File: config.mk
export PLATFORM = sky130hd
export DESIGN_NAME = serial_add_ctrl
export DESIGN_NICKNAME = d
export VERILOG_FILES = /design/src/rtl/serial_add_ctrl.sv
export SDC_FILE = /design/constraint.sdc
export NUM_CORES = 1
export LEC_CHECK = 0
export ABC_AREA = 1
export BUFFER_PORTS_ARGS = -buffer_cell sky130_fd_sc_hd__buf_2
export CORE_ASPECT_RATIO = 2
export CORE_MARGIN = 8
export CORE_UTILIZATION = 55
export DETAILED_ROUTE_END_ITERATION = 8
export PLACE_DENSITY = 0.87
export SYNTH_ARGS = -nofsm -noshare
export SYNTH_HDL_FRONTEND = slang
export SYNTH_SLANG_ARGS = --single-unit
export TNS_END_PERCENT = 50
File: constraint.sdc
create_clock -name clk -period 3.35 [get_ports clk]
set_clock_uncertainty 0.2 [all_clocks]
set_input_delay 0 -clock clk [delete_from_list [all_inputs] [get_ports clk]]
set_output_delay 0 -clock clk [all_outputs]
set_load 0.005 [all_outputs]
File: src/rtl/serial_add_ctrl.sv
// Bit-serial WIDTH-bit adder sequencer driving one shared external half-adder cell.
// Each operand bit uses two half-adder passes (P1: a^b, P2: partial sum ^ carry).
module serial_add_ctrl #(
    parameter int WIDTH = 8
) (
    input  logic             clk,
    input  logic             rst_n,
    input  logic             start,
    input  logic [WIDTH-1:0] op_a,
    input  logic [WIDTH-1:0] op_b,
    input  logic             cin,
    output logic             busy,
    output logic             done,
    output logic [WIDTH-1:0] result,
    output logic             cout,
    output logic             ha_a,
    output logic             ha_b,
    input  logic             ha_sum,
    input  logic             ha_carry,
    output logic [1:0]       dbg_state_o
);

    // Handshake: start is a request sampled only while idle (no queueing);
    // done is a one-cycle pulse marking result/cout as freshly updated.

    localparam int IDX_W = (WIDTH > 1) ? $clog2(WIDTH) : 1;
    localparam logic [IDX_W-1:0] LAST_IDX = IDX_W'(WIDTH - 1);

    typedef enum logic [1:0] {
        IDLE = 2'd0,
        P1   = 2'd1,
        P2   = 2'd2,
        DONE = 2'd3
    } state_t;

    state_t           state_q, state_d;
    logic [WIDTH-1:0] a_q, a_d;
    logic [WIDTH-1:0] b_q, b_d;
    logic [WIDTH-1:0] sum_q, sum_d;
    logic [WIDTH-1:0] result_q, result_d;
    logic [IDX_W-1:0] idx_q, idx_d;
    logic             c_q, c_d;
    logic             s1_q, s1_d;
    logic             c1_q, c1_d;
    logic             cout_q, cout_d;
    logic             done_q, done_d;

    always_ff @(posedge clk or negedge rst_n) begin
        if (!rst_n) begin
            state_q  <= IDLE;
            a_q      <= '0;
            b_q      <= '0;
            sum_q    <= '0;
            result_q <= '0;
            idx_q    <= '0;
            c_q      <= 1'b0;
            s1_q     <= 1'b0;
            c1_q     <= 1'b0;
            cout_q   <= 1'b0;
            done_q   <= 1'b0;
        end else begin
            state_q  <= state_d;
            a_q      <= a_d;
            b_q      <= b_d;
            sum_q    <= sum_d;
            result_q <= result_d;
            idx_q    <= idx_d;
            c_q      <= c_d;
            s1_q     <= s1_d;
            c1_q     <= c1_d;
            cout_q   <= cout_d;
            done_q   <= done_d;
        end
    end

    always_comb begin
        state_d  = state_q;
        a_d      = a_q;
        b_d      = b_q;
        sum_d    = sum_q;
        result_d = result_q;
        idx_d    = idx_q;
        c_d      = c_q;
        s1_d     = s1_q;
        c1_d     = c1_q;
        cout_d   = cout_q;
        done_d   = 1'b0;
        ha_a     = 1'b0;
        ha_b     = 1'b0;

        case (state_q)
            IDLE: begin
                if (start) begin
                    state_d = P1;
                    a_d     = op_a;
                    b_d     = op_b;
                    c_d     = cin;
                    idx_d   = '0;
                    sum_d   = '0;
                end
            end
            P1: begin
                ha_a    = a_q[idx_q];
                ha_b    = b_q[idx_q];
                s1_d    = ha_sum;
                c1_d    = ha_carry;
                state_d = P2;
            end
            P2: begin
                ha_a         = s1_q;
                ha_b         = c_q;
                sum_d[idx_q] = ha_sum;
                // c1_q and ha_carry cannot both be set, so OR is the exact carry
                c_d          = c1_q | ha_carry;
                idx_d        = idx_q + IDX_W'(1);
                if (idx_q == LAST_IDX) begin
                    state_d  = DONE;
                    result_d = sum_d;
                    cout_d   = c_d;
                    done_d   = 1'b1;
                end else begin
                    state_d = P1;
                end
            end
            DONE: begin
                state_d = IDLE;
            end
            default: begin
                state_d = IDLE;
            end
        endcase
    end

    assign busy        = (state_q != IDLE);
    assign done        = done_q;
    assign result      = result_q;
    assign cout        = cout_q;
    assign dbg_state_o = state_q;

endmodule

==> flow_summary.json <==
{
  "status": "finished clean",
  "gr-usage-all-layers": 0.157,
  "fin_crit_ns": 2.67,
  "clock-sinks": 42,
  "clkPwrFrac": 0.180,
  "maxCapViolCount": 0,
  "area_growth_pct": 26.0,
  "die_h_um": 101,
  "clock.fmax_mhz": 374,
  "start_kind": "flip-flop",
  "via_count": 1645,
  "finalCritPeriodShare": 0.797,
  "cts_max_path_buffers": 2,
  "drt_wl_total_um": 4280,
  "first_global_vias": 1725,
  "cts_tree": "yes",
  "worstPathRequired_ns": 3.39,
  "p_leak_nw": 1.25,
  "synthCells": 211,
  "io_buffers": 36,
  "worstPathArrival_ns": 2.71,
  "clock_latency_ns": 0.29,
  "switching_share": 0.374,
  "core_area_um2": 3530,
  "viasPerCell": 5.16,
  "power_w": 0.00218,
  "crit_path_end_kind": "flip-flop",
  "seq_area_frac_synth": 0.530,
  "rr_worst_depth": 7,
  "hold_viol_final": 0,
  "cts.clk_slew.worst_paths_ns": 0.08,
  "drv_slew": 0,
  "p_comb_frac": 0.411,
  "overflow": 0,
  "p_switching_w": 0.000815,
  "ir_drop_v": 0.000685,
  "synth-seq-cells": 42,
  "grt_max_degree": 43,
  "crit_type": "flip-flop to flip-flop",
  "drc_errors": 0,
  "grt_pass1_wl_um": 7370,
  "yosysWarnings": 0,
  "hold_ws_ns": 0.181,
  "drive_gt1_frac": 0.259,
  "globalplace.congestion": 0.829,
  "r2r-end": "c_q",
  "min-delay-path-class": "input pin to async pin",
  "fin_nets": 297,
  "nFillCells": 252,
  "p_seq_frac": 0.409,
  "layout_commonest_cell": "nand2_1",
  "r2r_start": "dbg_state_o[0]",
  "finalSetupTns_ns": 0,
  "die_width_um": 58.5,
  "p_int_w": 0.00137,
  "place_ws_ns": 1.22,
  "synthesis.nets": 239,
  "cts-resized-gates": 0,
  "syn_area_um2": 1980,
  "cts-root-buf": "clkbuf_8",
  "ys_types": 20,
  "worst_slew_pin_slew_ns": 0.902,
  "r2r_slack_ns": 0.68,
  "cts_max_level": 2,
  "mostFrequentLayoutCells": "nand2_1 (67), dfrtp_1 (42), buf_2 (36)",
  "avgSynthCellArea_um2": 9.40,
  "drtAntennaViolNets": 0,
  "crit_chain": "inv_1 > ha_1 > inv_2 > o21ai_1 > nor2_1 > a31oi_1 > dlygate4sd3_1",
  "timing.slew.headroom": 0.395,
  "drt_iter0_markers": 62,
  "initial_core_util": 0.562,
  "dpl.hpwl_um": 2880,
  "diodes": 0,
  "post-route-cell-area_um2": 2500,
  "antenna_found_initial": 0,
  "firstDrtPassIters": 4,
  "power.density_nw_per_um2": 873,
  "cts_buffers": 5,
  "critical_path.slowest_cell": "o21ai_1",
  "rsz0062_at_grt": "false",
  "max_stage_delay_ns": 0.71,
  "top_level_ports": 37,
  "postPlaceCellArea_um2": 2170,
  "die-area_um2": 5900,
  "routedWlPerCell_um": 13.4,
  "rows": 31,
  "path_max_fanout": 13,
  "setup_viol": 0,
  "setup_ws_ns": 0.679
}
## power by group through the flow
stage	Combinational (W)	Sequential (W)	Clock, W
2_1_floorplan	0.000675	0.000853	0
3_3_place_gp	0.000820	0.000888	0
3_5_place_dp	0.000853	0.000904	0
4_1_cts	0.000896	0.000894	0.000397
5_1_grt	0.00103	0.000920	0.000418
6_report	0.000897	0.000893	0.000392
## synthesized netlist by cell type
cell	n	area share
buf_2	1	0.0025
clkbuf_8	1	0.0069
inv_1	15	0.028
mux2_2	18	0.10
buf_6	2	0.011
inv_2	4	0.0076
o21ai_0	21	0.053
nor2_1	5	0.0095
clkbuf_1	2	0.0038
o22ai_1	8	0.025
buf_4	1	0.0038
a31oi_1	2	0.0063
nand2_2	4	0.013
dfrtp_1	42	0.53
ha_1	6	0.038
a21oi_2	1	0.0044
a21oi_1	2	0.0050
nand3_1	6	0.015
nand2_1	67	0.13
o21ai_1	3	0.0076
## per-layer routing
metal	track usage	vias up	share of wire
li1	-	810	-
met1	0.170	762	0.41
met2	0.262	55	0.49
met3	0.0537	18	0.066
met4	0.0741	0	0.029
met5	0	-	0
## cell type report
| cell class | count | area, um^2 | share of cell area |
|---|---|---|---|
| Clock buffer | 6 | 72.6 | 0.0290 |
| Inverter | 19 | 71.3 | 0.0285 |
| Timing Repair Buffer | 58 | 400 | 0.160 |
| Tap cell | 49 | 61.3 | 0.0245 |
| Sequential cell | 42 | 1050 | 0.421 |
| Multi-Input combinational cell | 143 | 805 | 0.322 |
| Clock inverter | 2 | 37.5 | 0.0150 |
## per-stage QoR
stage,std cells,util
finish,319,0.708
global route,319,0.708
CTS,319,0.708
detailed placement,289,0.614
global placement,289,0.614
floorplan,211,-
## worst max path at each step
stage,depth (start not counted),start,end
after global routing,7,dbg_state_o[1],c_q
after detailed placement,5,dbg_state_o[1],sum_q[6]
after global placement,5,dbg_state_o[0],idx_q[2]
final,7,dbg_state_o[0],c_q
after floorplan,5,dbg_state_o[0],a_q[5]
after CTS,7,dbg_state_o[1],c_q
## repair_timing
item,in CTS,in global routing
hold endpoints to repair,77,0
hold buffers,22,0
setup buffers,0,0
## worst max-delay path, delay by kind of cell, from the launching register on
kind	cells	cell delay, ns
AO/OA/AOI/OAI	2	0.87
buffers and inverters	3	0.76
flip-flops	1	0.42
adder cells (fa/ha/maj)	1	0.27
AND/OR/NAND/NOR	1	0.10
## registers in the layout (all words and copies together), names as in the netlist
name,cells
b_q,8
cout,1
a_q,8
sum_q,8
c_q,1
c1_q,1
s1_q,1
dbg_state_o,2
done,1
result,8
idx_q,3
## cells by family (layout without fill, tap and decap cells)
| group | Yosys count | in the layout | synth area share |
|---|---|---|---|
| mux | 18 | 18 | 0.102 |
| fa+ha+maj | 6 | 6 | 0.0379 |
| buf+inv | 26 | 85 | 0.0643 |
| simple gates | 82 | 82 | 0.164 |
| flops | 42 | 42 | 0.530 |
| compound gates | 37 | 37 | 0.102 |
Note: power is estimated with default switching activity, not from simulation.
